<file path="src/rtl/cwru_transceiver_tx_encoder.sv">
// cwru_transceiver_tx_encoder
// Turns a push-button press on KEY[3:0] into a fixed 8-bit on/off-keyed frame
// on TX (MSB first, BIT_CYCLES clocks per bit), followed by a forced idle-low
// gap of GAP_BITS bit periods before another press is accepted.
module cwru_transceiver_tx_encoder #(
    parameter int BIT_CYCLES = 12500,
    parameter int GAP_BITS   = 8
) (
    input  logic       CLK,
    input  logic       RST,
    input  logic [3:0] KEY,
    output logic       TX,
    output logic       BUSY,
    output logic       SENT
);

    localparam int GAP_CYCLES = GAP_BITS * BIT_CYCLES;
    localparam int CW         = $clog2(BIT_CYCLES);
    localparam int GW         = $clog2(GAP_CYCLES);

    localparam logic [CW-1:0] CYC_LAST = CW'(BIT_CYCLES - 1);
    localparam logic [CW-1:0] CYC_PRE  = CW'(BIT_CYCLES - 2);
    localparam logic [GW-1:0] GAP_LAST = GW'(GAP_CYCLES - 1);

    typedef enum logic [1:0] {
        IDLE = 2'd0,
        SEND = 2'd1,
        GAP  = 2'd2
    } state_t;

    state_t          state_reg;
    logic [3:0]      sync1_reg;
    logic [3:0]      sync2_reg;
    logic [3:0]      edge_reg;
    logic [3:0]      arm_reg;
    logic [1:0]      settle_reg;
    logic [7:0]      shift_reg;
    logic [CW-1:0]   cyc_cnt_reg;
    logic [2:0]      bit_cnt_reg;
    logic [GW-1:0]   gap_cnt_reg;
    logic            busy_reg;
    logic            sent_reg;

    logic [3:0]      press;
    logic            press_any;
    logic [7:0]      frame_sel;

    // A key only counts as pressed once it has been seen released after reset,
    // so a key held through reset release produces nothing.
    genvar gi;
    generate
        for (gi = 0; gi < 4; gi++) begin : g_press
            assign press[gi] = arm_reg[gi] & edge_reg[gi] & ~sync2_reg[gi];
        end
    endgenerate

    assign press_any = |press;

    // Lowest-index key wins when several are detected in the same cycle.
    always_comb begin
        frame_sel = 8'h00;
        if (press[0])      frame_sel = 8'b1000_0000;
        else if (press[1]) frame_sel = 8'b1010_0000;
        else if (press[2]) frame_sel = 8'b1010_1000;
        else if (press[3]) frame_sel = 8'b1010_1010;
    end

    // Two-flop synchronizer, edge flop, and per-key arming. Arming waits two
    // clocks after reset so sync2 holds a real sample rather than its reset 1.
    always_ff @(posedge CLK or posedge RST) begin
        if (RST) begin
            sync1_reg  <= 4'hF;
            sync2_reg  <= 4'hF;
            edge_reg   <= 4'hF;
            arm_reg    <= 4'h0;
            settle_reg <= 2'd0;
        end else begin
            sync1_reg <= KEY;
            sync2_reg <= sync1_reg;
            edge_reg  <= sync2_reg;
            if (settle_reg != 2'd2) begin
                settle_reg <= settle_reg + 2'd1;
            end else begin
                arm_reg <= arm_reg | sync2_reg;
            end
        end
    end

    // Frame FSM: the shift register MSB is the line itself; it is all-zero
    // outside SEND, so TX is a pure register output with no gating.
    always_ff @(posedge CLK or posedge RST) begin
        if (RST) begin
            state_reg   <= IDLE;
            shift_reg   <= 8'h00;
            cyc_cnt_reg <= '0;
            bit_cnt_reg <= 3'd0;
            gap_cnt_reg <= '0;
            busy_reg    <= 1'b0;
            sent_reg    <= 1'b0;
        end else begin
            sent_reg <= 1'b0;
            case (state_reg)
                IDLE: begin
                    busy_reg <= 1'b0;
                    if (press_any) begin
                        shift_reg   <= frame_sel;
                        cyc_cnt_reg <= '0;
                        bit_cnt_reg <= 3'd0;
                        busy_reg    <= 1'b1;
                        state_reg   <= SEND;
                    end
                end
                SEND: begin
                    // Registered one cycle early so SENT lands on the last cycle.
                    if (bit_cnt_reg == 3'd7 && cyc_cnt_reg == CYC_PRE) begin
                        sent_reg <= 1'b1;
                    end
                    if (cyc_cnt_reg == CYC_LAST) begin
                        cyc_cnt_reg <= '0;
                        shift_reg   <= {shift_reg[6:0], 1'b0};
                        if (bit_cnt_reg == 3'd7) begin
                            bit_cnt_reg <= 3'd0;
                            gap_cnt_reg <= '0;
                            state_reg   <= GAP;
                        end else begin
                            bit_cnt_reg <= bit_cnt_reg + 3'd1;
                        end
                    end else begin
                        cyc_cnt_reg <= cyc_cnt_reg + CW'(1);
                    end
                end
                GAP: begin
                    // Presses seen on the terminal cycle are dropped: still busy.
                    if (gap_cnt_reg == GAP_LAST) begin
                        gap_cnt_reg <= '0;
                        busy_reg    <= 1'b0;
                        state_reg   <= IDLE;
                    end else begin
                        gap_cnt_reg <= gap_cnt_reg + GW'(1);
                    end
                end
                default: begin
                    state_reg <= IDLE;
                end
            endcase
        end
    end

    assign TX   = shift_reg[7];
    assign BUSY = busy_reg;
    assign SENT = sent_reg;

endmodule

</file>
<file path="config.mk">
export PLATFORM = sky130hd
export DESIGN_NAME = cwru_transceiver_tx_encoder
export DESIGN_NICKNAME = d
export VERILOG_FILES = /design/src/rtl/cwru_transceiver_tx_encoder.sv
export SDC_FILE = /design/constraint.sdc
export NUM_CORES = 1
export LEC_CHECK = 0
export ABC_AREA = 1
export BUFFER_PORTS_ARGS = -buffer_cell sky130_fd_sc_hd__buf_2
export CAP_MARGIN = 40
export CELL_PAD_IN_SITES_DETAIL_PLACEMENT = 1
export CELL_PAD_IN_SITES_GLOBAL_PLACEMENT = 1
export CORE_MARGIN = 3
export CORE_UTILIZATION = 48
export CTS_BUF_LIST = sky130_fd_sc_hd__clkbuf_8 sky130_fd_sc_hd__clkbuf_16
export DETAILED_ROUTE_END_ITERATION = 7
export PLACE_DENSITY = 0.92
export SYNTH_ARGS = -nofsm -noshare
export SYNTH_HDL_FRONTEND = slang
export SYNTH_SLANG_ARGS = --single-unit
</file>
<file path="constraint.sdc">
create_clock -name CLK -period 4.4 [get_ports CLK]
set_clock_uncertainty 0.1 [all_clocks]
set_input_delay 0.44 -clock CLK [delete_from_list [all_inputs] [get_ports CLK]]
set_output_delay 0.44 -clock CLK [all_outputs]
set_load 0.1 [all_outputs]
</file>
# Word-level counts from Yosys, hierarchy flattened
# Index checks and enable logic that the tools add are counted.
dict set report classes {
  add_sub_neg 4
  n_eq_ne 11
  muxes 28
  n_bitwise 13
  reduce_logical 11
}
# op count
set ops {}
lappend ops {{17-bit two-way mux} 3}
lappend ops {{8-bit two-way mux} 6}
lappend ops {{17-bit one-hot mux with 2 select lines} 1}
lappend ops {{14-bit equality test, second input constant} 2}
lappend ops {{14-bit two-way mux} 2}
lappend ops {{14-bit one-hot mux with 2 select lines} 1}
lappend ops {{17-bit by 1-bit adder with 17-bit output, second input constant} 1}
lappend ops {{17-bit equality test, second input constant} 1}
lappend ops {{8-bit one-hot mux with 2 select lines} 1}
lappend ops {{14-bit by 1-bit adder with 14-bit output, second input constant} 1}
lappend ops {{2-bit inequality test, second input constant} 5}
lappend ops {{3-bit two-way mux} 3}
lappend ops {{1-bit AND} 8}
lappend ops {{2-bit two-way mux} 4}
lappend ops {{2-bit one-hot mux with 3 select lines} 1}
lappend ops {{3-bit one-hot mux with 2 select lines} 1}
lappend ops {{3-bit AND reduction} 2}
lappend ops {{2-bit nonzero test} 3}
lappend ops {{1-bit two-way mux} 4}
lappend ops {{1-bit NOT} 4}
lappend ops {{4-bit OR} 1}
lappend ops {{2-bit AND reduction} 2}
lappend ops {{4-bit AND reduction} 1}
lappend ops {{4-bit OR reduction} 1}
lappend ops {{8 further kinds} 8}
dict set report word_totals {
  reg_bits 64
  inputBits 6
  out_inout_bits 3
  word_cells 79
}

# Depth between registers and ports, before layout
# Gate-level depths: netlist (run 1).
dict set report depth {
  word_depth 8
  depth_mapped 10
}

# Worst setup path after synthesis (run 1)
# OpenSTA, ideal clock, no wires.
dict set report synth_timing {
  path_kind {register -> register}
  from {register sync2_reg[1]}
  to {register shift_reg[7]}
  t_arrival_ps 1366
  path_slack_ps 2865
  path_stages_with_launch 8
  n_path_buf 1
  period_less_slack_ps 1535
  path_cell_list {dfstp_2 inv_1 nand3_1 nand3_1 o21ai_4 buf_4 nand3_1 nand2_1}
}
dict set report synth_between {
  elab_chain_len 6
  elab_cells_between_ends 9
  cone_classes {eq/ne: 1; mux: 4; bitwise: 2; reduce/logical: 2}
}
# item line
set synth_rtl {}
lappend synth_rtl {{from (decl)} 33} ;# logic [3:0] sync2_reg;
lappend synth_rtl {{from (signal assigned)} 79} ;# sync2_reg <= sync1_reg;
lappend synth_rtl {{1-bit NOT *} 53} ;# assign press[gi] = arm_reg[gi] & edge_reg[gi] & ~sync2_reg[gi];
lappend synth_rtl {{1-bit AND *} 53}
lappend synth_rtl {{8-bit two-way mux} 63} ;# else if (press[1]) frame_sel = 8'b1010_0000;
lappend synth_rtl {{8-bit two-way mux} 62} ;# if (press[0]) frame_sel = 8'b1000_0000;
lappend synth_rtl {{8-bit two-way mux} 105} ;# if (press_any) begin
lappend synth_rtl {{8-bit one-hot mux with 2 select lines} 102} ;# case (state_reg)
lappend synth_rtl {{to (signal assigned)} 106} ;# shift_reg <= frame_sel;
lappend synth_rtl {{to (signal assigned)} 120} ;# shift_reg <= {shift_reg[6:0], 1'b0};
lappend synth_rtl {{to (decl)} 37} ;# logic [7:0] shift_reg;
# Mark *: on every way between the ends. The rest lies on a longest branch, timed or not. The select of a mux whose other input is x is not followed.
# A chain may end at the register's enable or synchronous reset.

# Final worst setup path (run 1)
dict set report layout_timing {
  from {register sync2_reg[1]}
  to {register shift_reg[1]}
}
# The elaborated chain is that of the path after synthesis.

==> flow_metrics.py, run 1 <==
metrics = {
    "run_status": {
        "status": "complete, no violations",
    },
    "hold_path": {
        "hold_path_class": "input port to flip-flop",
    },
    "yosys": {
        "ys_seq_area_share_pct": 46.75,
        "syn_area_sq_um": 3405,
        "ys_top_cells_by_area": "dfrtp_1 37%, nand2_1 15%, dfstp_2 9.3%",
        "synthesis.nets": 444,
        "number_of_flops_mapped_to_enable_cells_by_yosys": 0,
        "synth_cell_types": 36,
        "async_reset_ff_share_pct": 100.0,
        "synth_area_per_cell_sq_um": 7.881,
        "share_of_yosys_cell_area_claimed_by_the_top_area_cell_type_pct": 37.49,
        "synth_top_area_cell": "dfrtp_1",
        "ys_top_cells_by_count": "136 x nand2_1, 55 x nand3_1, 51 x dfrtp_1, 41 x nor2_1, 39 x inv_1",
        "yosys_register_bits": 63,
        "ys_dominant_reg_cell": "dfrtp_1",
        "synthesis.instances": 432,
        "synth_most_common_cell": "nand2_1",
        "synthesis.yosys.warnings": 0,
    },
    "power_and_ir_drop": {
        "leakage_nw": 1.860,
        "peakVddDrop_uv": 209.7,
        "power.total_mw": 1.511,
        "power_density_nw_per_um2": 405.1,
    },
    "drt": {
        "met3_length_um": 318,
        "drt_wl_total_mm": 8.777,
        "drtAntennaViolNets": 0,
        "avgRoutedWirePerCell_um": 16.10,
        "num_vias": 2931,
        "detailroute.wirelength.met2_mm": 4.693,
        "detail_route.drc_violations": 0,
        "drt-met1-wl_mm": 3.641,
        "highest-signal-layer": "met4",
        "drtIter0Drc": 142,
        "vias_per_cell": 5.378,
        "drt_first_pass_iters": 4,
    },
    "clock_tree": {
        "clk-insertion-delay-late_ns": 0.36,
        "tritoncts": "yes",
        "cts.sinks": 63,
        "cts_hold_repair.buffers": 0,
        "clock_tree.buffer_depth": 2,
        "clock_tree.root_cell": "clkbuf_8",
        "ctsHtreeMaxLevel": 3,
        "cts.repair_timing.setup_buffer_count": 0,
        "post_cts_resize_count": 0,
        "cts-buffers-inserted": 9,
        "clk_transition_reported_paths_ns": 0.08,
    },
    "placed_design": {
        "final_gp_congestion": 0.8506,
        "detailedPlacementHpwl_mm": 5.893,
        "io_buffers": 8,
        "dpl_worst_slack_ns": 2.196,
        "dpl.cell_count": 529,
        "placed_cell_area_sq_um": 3507,
    },
    "layout": {
        "fillers": 863,
        "fin_util_pct": 54.60,
        "antenna_cells": 0,
        "proportion_of_layout_cells_with_a_drive_suffix_above_1_pct": 16.48,
        "syn2layout_area_growth_pct": 9.555,
        "largest_reg_flops": 17,
        "layout.cells.non_filler": 545,
        "design_area_sq_um": 3730,
        "num-nets-final": 456,
    },
    "global_route": {
        "grt_pass1_vias": 3192,
        "maximum_number_of_pins_on_one_net_before_global_route_repair": 64,
        "number_of_antenna_violations_at_the_first_check_in_global_routing": 0,
        "grt.total_usage_pct": 23.40,
        "globalRouteOverflowTotal": 0,
        "wire_length_of_the_first_global_routing_pass_mm": 15.30,
    },
    "setup_path": {
        "timing.critical_path.to_type": "flip-flop",
        "critical_path_peak_fanout": 27,
        "path_class": "flip-flop to flip-flop",
        "setup.worst_path.start_class": "flip-flop",
        "timing.critical_path.required_ns": 4.55,
        "timing.critical_path.arrival_ns": 2.36,
    },
    "timing": {
        "final_min_period_over_clock_period_pct": 50.14,
        "totalNegativeSetupSlack_ns": 0,
        "timing.max_slew.rel_slack_pct": 46.55,
        "report.final.hold_viol_count": 0,
        "report.final.slew_viol_count": 0,
        "setup_repair_after_global_routing_missed_its_margin": "no",
        "finalHoldWorstSlack_ns": 0.08201,
        "timing_worst_slew_pin_value_ns": 0.8018,
        "period_needed_ns": 2.206,
        "achievable_freq_mhz": 453.3,
        "post-route-worst-setup-slack_ns": 2.194,
        "setup_viol": 0,
    },
    "die": {
        "placementRows": 30,
        "die_y_um": 90.22,
        "io-pin-count": 9,
        "die_area_sq_um": 8140,
        "core_area_sq_um": 6832,
        "die_x_um": 90.22,
        "initial_core_util_pct": 49.84,
    },
    "job": {
        "max_cap_viol_count": 0,
    },
}
[kinds of logic (layout without fill, tap and decap cells)]
family / count (synthesis) / in the layout / share of synthesized area, %
AOI/OAI and AO/OA: 18 / 18 / 3.602
xor gates and xnor gates: 6 / 6 / 1.544
adders and majority gates: 6 / 6 / 2.205
buffers and inverters: 53 / 70 / 6.946
DFF: 63 / 63 / 46.75
and+or+nand+nor: 286 / 286 / 38.96
[cell type report]
cell class,count,area [sq um],share of cell area [%]
Clock buffer,10,137.6,3.690
Clock inverter,6,85.08,2.281
Inverter,45,171.4,4.596
Multi-Input combinational cell,316,1577,42.27
Sequential cell,63,1592,42.67
Tap cell,96,120.1,3.220
Timing Repair Buffer,9,47.55,1.275
[final timing paths]
| check | from | endpoint | slack, ns | cells after the start |
|---|---|---|---|---|
| max | sync2_reg[1] | shift_reg[1] | 2.19 | 7 |
| min | KEY[2] | sync1_reg[2] | 0.08 | 1 |
| max reg2reg | sync2_reg[1] | shift_reg[1] | 2.19 | 7 |
| min reg2reg | sync1_reg[0] | sync2_reg[0] | 0.26 | 0 |
| max in group asynchronous | RST | gap_cnt_reg[8] | 3.45 | 3 |
| min in group asynchronous | RST | shift_reg[2] | 0.23 | 3 |
[worst max-delay path, stage by stage (launching register included)]
cell and delay [ns]:
dfstp_2 0.53, inv_1 0.05, nand3_1 0.12, nand3_1 0.16
o21ai_4 0.62, nand2_2 0.31, nand2_1 0.15, nand2_1 0.06
[layout by cell type (no fill, tap or decap), types with 5 or more instances in the layout]
cell      instances
o21ai_0           6
ha_1              6
inv_2             6
nor2_2            5
o21bai_1          5
dfrtp_1          51
nand2_2          15
inv_1            39
dfstp_2          12
nor2_1           41
nand3_1          55
buf_2             8
nand2_1         136
clkbuf_8         10
nand4_1          15
[report_power, final]
group / internal, mW / total [mW] / switching [mW]
clock: 0.332 / 0.572 / 0.240
combinational: 0.0757 / 0.236 / 0.160
sequential: 0.632 / 0.703 / 0.0713
total: 1.04 / 1.51 / 0.471
[layer usage]
metal	GRT usage, %	vias to the layer above
met5	0	-
met2	42.50	48
met1	27.02	1466
met3	5.774	17
li1	-	1400
met4	7.270	0
Note: power is estimated with default switching activity, not from simulation.
==> run 2, diff against run 1 <==
--- a/config.mk
+++ b/config.mk
@@ -11,10 +11,10 @@
 export CELL_PAD_IN_SITES_DETAIL_PLACEMENT = 1
 export CELL_PAD_IN_SITES_GLOBAL_PLACEMENT = 1
 export CORE_MARGIN = 3
-export CORE_UTILIZATION = 48
+export CORE_UTILIZATION = 47
 export CTS_BUF_LIST = sky130_fd_sc_hd__clkbuf_8 sky130_fd_sc_hd__clkbuf_16
 export DETAILED_ROUTE_END_ITERATION = 7
-export PLACE_DENSITY = 0.92
+export PLACE_DENSITY = 0.9
 export SYNTH_ARGS = -nofsm -noshare
 export SYNTH_HDL_FRONTEND = slang
 export SYNTH_SLANG_ARGS = --single-unit
==> constraint.sdc (replaced) <==
create_clock -name CLK -period 2.2 [get_ports CLK]
set_clock_uncertainty 0.1 [all_clocks]
set_input_delay 0.22 -clock CLK [delete_from_list [all_inputs] [get_ports CLK]]
set_output_delay 0.22 -clock CLK [all_outputs]
set_load 0.1 [all_outputs]
==> run 2 against run 1 <==
  * Sequential share of layout area decreased by 0.30 points
  * First-iteration DRC count decreased by 11%
  * Critical endpoint is now gap_cnt_reg[13]
  * Die area rose by 2.0%
  * Sequential power grew 99%
  * Highest routed layer unchanged
  * Final cell count is 1.3% higher
  * Non-clock buffer count grew 7
  * Via count increased by 0.72%
  * Power up 87%
  * Clock power grew 65%
==> flow_metrics.py, run 2 (synthesized netlist as in run 1, its figures left out) <==
metrics = {
    "timing": {
        "timing_worst_slew_pin_value_ns": 0.4887,
        "setup_repair_after_global_routing_missed_its_margin": "no",
        "report.final.slew_viol_count": 0,
        "period_needed_ns": 1.814,
        "setup_viol": 0,
        "report.final.hold_viol_count": 0,
        "totalNegativeSetupSlack_ns": 0,
        "final_min_period_over_clock_period_pct": 82.44,
        "timing.max_slew.rel_slack_pct": 67.64,
        "achievable_freq_mhz": 551.3,
        "finalHoldWorstSlack_ns": 0.2612,
    },
    "layout": {
        "multiInputGateArea_sq_um": 1577,
        "layout.cells.most_common": "nand2_1",
        "register_area_sq_um": 1592,
        "antenna_cells": 0,
        "syn2layout_area_growth_pct": 10.33,
        "fillers": 883,
        "layout_common_cells": "136 x nand2_1, 55 x nand3_1, 51 x dfrtp_1",
        "proportion_of_layout_cells_with_a_drive_suffix_above_1_pct": 16.89,
        "num-nets-final": 463,
        "largest_reg_flops": 17,
    },
    "power_and_ir_drop": {
        "power_switching_share_pct": 33.99,
        "leakage_nw": 1.865,
        "power_frac_seq_pct": 49.5,
        "power.total_mw": 2.826,
        "combinationalPowerShare_pct": 17.2,
        "peakVddDrop_uv": 337.2,
        "share_clk_of_total_power_pct": 33.4,
        "power.switching_uw": 960.5,
        "power_density_nw_per_um2": 752.3,
        "cellInternalPower_mw": 1.865,
    },
    "placed_design": {
        "final_gp_congestion": 0.8442,
        "detailedPlacementHpwl_mm": 5.997,
        "io_buffers": 8,
    },
    "setup_path": {
        "path_class": "flip-flop to flip-flop",
        "reg2reg_from": "cyc_cnt_reg[8]",
        "r2r_cells": 8,
        "timing.critical_path.to_type": "flip-flop",
        "critical_path_peak_fanout": 17,
        "crit_start": "cyc_cnt_reg[8]",
        "timing.critical_path.arrival_ns": 1.95,
        "setup.worst_path.start_class": "flip-flop",
        "timing.critical_path.required_ns": 2.34,
    },
    "global_route": {
        "grt.total_usage_pct": 22.81,
        "globalRouteOverflowTotal": 0,
        "groute.layer.met1.usage_pct": 26.41,
        "gr_util_met2_pct": 40.90,
        "global_route.peak_usage_layer": "met2",
        "number_of_antenna_violations_at_the_first_check_in_global_routing": 0,
        "grt_pass1_vias": 3143,
        "grt_use_met3_pct": 4.640,
        "wire_length_of_the_first_global_routing_pass_mm": 15.01,
        "maximum_number_of_pins_on_one_net_before_global_route_repair": 33,
    },
    "die": {
        "io-pin-count": 9,
        "initial_core_util_pct": 49.29,
        "core_area_sq_um": 6907,
        "die_area_sq_um": 8301,
        "die_x_um": 91.11,
        "placementRows": 30,
        "die_y_um": 91.11,
    },
    "drt": {
        "drt_wl_total_mm": 8.692,
        "detail_route.drc_violations": 0,
        "num_vias": 2952,
        "drtIter0Drc": 126,
        "drt_first_pass_iters": 4,
        "drtAntennaViolNets": 0,
        "avgRoutedWirePerCell_um": 15.75,
        "vias_per_cell": 5.348,
    },
    "hold_path": {
        "hold_path_startpoint": "sync1_reg[0]",
        "hold_path_class": "flip-flop to flip-flop",
        "hold_depth": 0,
    },
    "clock_tree": {
        "cts-buffers-inserted": 9,
        "clock_tree.buffer_depth": 2,
        "post_cts_resize_count": 0,
        "cts.sinks": 63,
        "clock_tree.root_cell": "clkbuf_8",
        "cts.repair_timing.setup_buffer_count": 0,
        "tritoncts": "yes",
        "clk_transition_reported_paths_ns": 0.08,
        "ctsHtreeMaxLevel": 3,
        "clk-insertion-delay-late_ns": 0.35,
    },
    "job": {
        "max_cap_viol_count": 0,
    },
    "run_status": {
        "status": "complete, no violations",
    },
}
run 2: metal layers:
layer	part of all wire, %	up-vias
met5	0	-
li1	-	1417
met2	53	48
met3	2.7	16
met1	43	1471
met4	2.0	0
run 2: power groups by stage:
stage / combinational, mW / clock, mW / sequential (mW)
floorplan: 0.334 / 0 / 1.43
global placement: 0.422 / 0 / 1.40
detailed placement: 0.468 / 0 / 1.41
CTS: 0.487 / 0.961 / 1.40
global route: 0.547 / 1.02 / 1.41
finish: 0.486 / 0.942 / 1.40
run 2: final timing paths:
path	endpoint	slack (ns)
worst max-delay path	gap_cnt_reg[13]	0.39
worst min-delay path	sync2_reg[0]	0.26
worst max register to register	gap_cnt_reg[13]	0.39
worst min register to register	sync2_reg[0]	0.26
max in group asynchronous	sync1_reg[1]	1.24
min in group asynchronous	gap_cnt_reg[14]	0.43
run 2: critical path, cell delays in order (launching register included):
cell and delay, ns:
dfrtp_1 0.45, nor2_1 0.15, nand2_1 0.10, nor2_2 0.20, nand3_4 0.21, nand2_2 0.15
nand2_4 0.16, nand2_1 0.11, nand2_1 0.06
run 2: cell type report:
type	instances	share of cell area (%)
Clock buffer	10	3.664
Sequential cell	63	42.37
Tap cell	96	3.198
Clock inverter	6	1.233
Multi-Input combinational cell	316	41.97
Inverter	45	4.564
Timing Repair Buffer	16	2.998
run 2: timing repair:
| action | CTS | global route |
|---|---|---|
| hold buffers | 5 | 0 |
| endpoints found under the setup margin | 0 | 0 |
| endpoints found under the hold margin | 55 | 0 |
run 2: per-stage QoR:
step	area, sq um	instances	util, %	setup slack [ns]
2_1_floorplan	3405	432	-	0.3301
3_3_place_gp	3522	531	51.00	0.5124
3_5_place_dp	3522	531	51.00	0.4186
4_1_cts	3756	552	54.38	0.3924
5_1_grt	3756	552	54.38	0.2470
6_report	3756	552	54.38	0.3862
==> run 3, diff against run 2 <==
==> constraint.sdc (replaced) <==
create_clock -name CLK -period 1.8 [get_ports CLK]
set_clock_uncertainty 0.1 [all_clocks]
set_input_delay 0.18 -clock CLK [delete_from_list [all_inputs] [get_ports CLK]]
set_output_delay 0.18 -clock CLK [all_outputs]
set_load 0.1 [all_outputs]
==> run 3 against run 2 <==
  * Sequential power rose by 21%
  * Final cell count rose by 2.5%
  * Clock power rose by 56%
  * Utilization rose by 3.2 points
  * Critical path depth did not move
  * Cell area rose by 5.9%
  * Non-clock buffer count rose by 14
  * Sequential cell count did not move
  * Routed wire length rose by 24%
  * First-iteration DRC count rose by 82%
  * Global-route usage rose by 2.8 points
  * Via count rose by 8.6%
  * Largest power group unchanged
==> flow_metrics.py, run 3 (synthesized netlist as in run 1, its figures left out) <==
metrics = {
    "die": {
        "core_area_sq_um": 6907,
        "initial_core_util_pct": 49.29,
        "die_area_sq_um": 8301,
        "die_y_um": 91.11,
        "io-pin-count": 9,
        "die_x_um": 91.11,
        "placementRows": 30,
    },
    "clock_tree": {
        "cts-buffers-inserted": 9,
        "clock_tree.root_cell": "clkbuf_8",
        "ctsHtreeMaxLevel": 3,
        "clk_transition_reported_paths_ns": 0.09,
        "cts.sinks": 63,
        "clk-insertion-delay-late_ns": 0.37,
        "clock_tree.buffer_depth": 2,
        "tritoncts": "yes",
    },
    "setup_path": {
        "timing.critical_path.arrival_ns": 1.93,
        "setup.worst_path.start_class": "flip-flop",
        "timing.critical_path.required_ns": 1.96,
        "reg2reg_from": "cyc_cnt_reg[2]",
        "path_class": "flip-flop to flip-flop",
        "critical_path_peak_fanout": 7,
        "worstReg2RegEnd": "shift_reg[3]",
        "timing.critical_path.to_type": "flip-flop",
        "r2r_cells": 8,
        "r2r_slack_ns": 0.03,
    },
    "drt": {
        "vias_per_cell": 5.663,
        "drt-met1-wl_mm": 4.382,
        "drtIter0Drc": 229,
        "detail_route.drc_violations": 0,
        "num_vias": 3205,
        "drt_wl_total_mm": 10.78,
        "highest-signal-layer": "met4",
        "drtAntennaViolNets": 0,
        "avgRoutedWirePerCell_um": 19.05,
        "met3_length_um": 501,
        "detailroute.wirelength.met2_mm": 5.510,
        "drt_first_pass_iters": 5,
    },
    "timing": {
        "period_needed_ns": 1.767,
        "final_min_period_over_clock_period_pct": 98.14,
        "post-route-worst-setup-slack_ns": 0.03340,
        "achievable_freq_mhz": 566.1,
        "timing.max_slew.rel_slack_pct": 63.18,
        "report.final.hold_viol_count": 0,
        "timing_worst_slew_pin_value_ns": 0.5512,
        "setup_repair_after_global_routing_missed_its_margin": "yes",
        "setup_viol": 0,
        "report.final.slew_viol_count": 0,
    },
    "layout": {
        "layout.cells.most_common": "nand2_1",
        "syn2layout_area_growth_pct": 16.87,
        "layout.cells.non_filler": 566,
        "num-nets-final": 477,
        "layout_common_cells": "136 x nand2_1, 53 x nand3_1, 49 x dfrtp_1",
        "proportion_of_layout_cells_with_a_drive_suffix_above_1_pct": 20.21,
        "fin_util_pct": 57.61,
        "antenna_cells": 0,
        "largest_reg_flops": 17,
    },
    "placed_design": {
        "final_gp_congestion": 0.8485,
        "detailedPlacementHpwl_mm": 6.472,
        "io_buffers": 8,
        "dpl.cell_count": 541,
        "dpl_worst_slack_ns": 0.05884,
    },
    "global_route": {
        "grt_pass1_vias": 3348,
        "grt.total_usage_pct": 25.65,
        "maximum_number_of_pins_on_one_net_before_global_route_repair": 27,
        "wire_length_of_the_first_global_routing_pass_mm": 16.79,
        "number_of_antenna_violations_at_the_first_check_in_global_routing": 0,
        "globalRouteOverflowTotal": 0,
    },
    "job": {
        "max_cap_viol_count": 0,
    },
    "hold_path": {
        "min_to": "sync2_reg[1]",
        "hold_path_startpoint": "sync1_reg[1]",
        "hold_path_class": "flip-flop to flip-flop",
        "hold_depth": 0,
    },
    "run_status": {
        "status": "complete, no violations",
    },
    "power_and_ir_drop": {
        "leakage_nw": 1.958,
        "power.total_mw": 3.881,
        "power_density_nw_per_um2": 975.4,
        "peakVddDrop_uv": 347.4,
    },
}
run 3: changes by cell type in the layout (fill, tap and decap cells not counted), moves of 2 or more:
cell,before,now
nand3_2,0,2
dfrtp_2,0,2
dfrtp_1,51,49
nand3_1,55,53
buf_6,0,2
bufinv_16,0,2
clkinv_4,3,0
buf_4,3,13
buf_12,0,2
run 3: critical path: stages, from the launching register on:
cell and delay, ns:
dfrtp_2 0.47, nor2_2 0.18, nand2_2 0.09, nor2_4 0.20, nand3_4 0.12, buf_12 0.17
buf_4 0.15, nand3_1 0.10, nand2_1 0.08
run 3: power by group:
group | internal (mW) | switching, mW
clock | 0.856 | 0.616
combinational | 0.233 | 0.476
sequential | 1.55 | 0.151
total | 2.64 | 1.24
run 3: per-layer routing:
metal / vias to the layer above / global-route usage [%]
li1: 1446 / -
met1: 1606 / 30.92
met2: 114 / 44.88
met3: 39 / 5.302
met4: 0 / 9.673
met5: - / 0
run 3: worst max path at each step:
stage	cells past startpoint	end	startpoint	slack, ns
6_report	8	shift_reg[3]	cyc_cnt_reg[2]	0.03
3_3_place_gp	8	gap_cnt_reg[11]	cyc_cnt_reg[0]	0.15
4_1_cts	8	gap_cnt_reg[12]	cyc_cnt_reg[2]	0.01
2_1_floorplan	7	shift_reg[7]	sync2_reg[1]	0.27
5_1_grt	7	shift_reg[1]	state_reg[0]	-0.04
3_5_place_dp	8	gap_cnt_reg[13]	cyc_cnt_reg[1]	0.06
run 3: timing repair:
| action | in CTS | in global routing |
|---|---|---|
| hold buffers | 5 | 0 |
| setup buffers | 1 | 3 |
| endpoints found under the hold margin | 23 | 0 |
| pin swaps | 0 | 1 |
| endpoints found under the setup margin | 4 | 41 |
| gates resized for setup | 1 | 9 |
run 3: area by class of cell:
class | instances | area (sq um)
fillers | 878 | 2928
multi-input cells | 316 | 1608
flip-flops and latches | 63 | 1594
repair buffers | 30 | 250.2
inverters | 45 | 175.2
clock buffers | 11 | 151.4
well taps | 96 | 120.1
clock inverters | 5 | 80.08
run 3: metrics by stage:
stage	instance area [sq um]	hold WS (ns)	setup TNS [ns]
6_report	3979	0.2607	0
5_1_grt	3979	0.2648	-0.1848
4_1_cts	3905	0.2642	0
3_5_place_dp	3613	0.1729	0
3_3_place_gp	3613	0.1517	0
2_1_floorplan	3408	0.08448	0
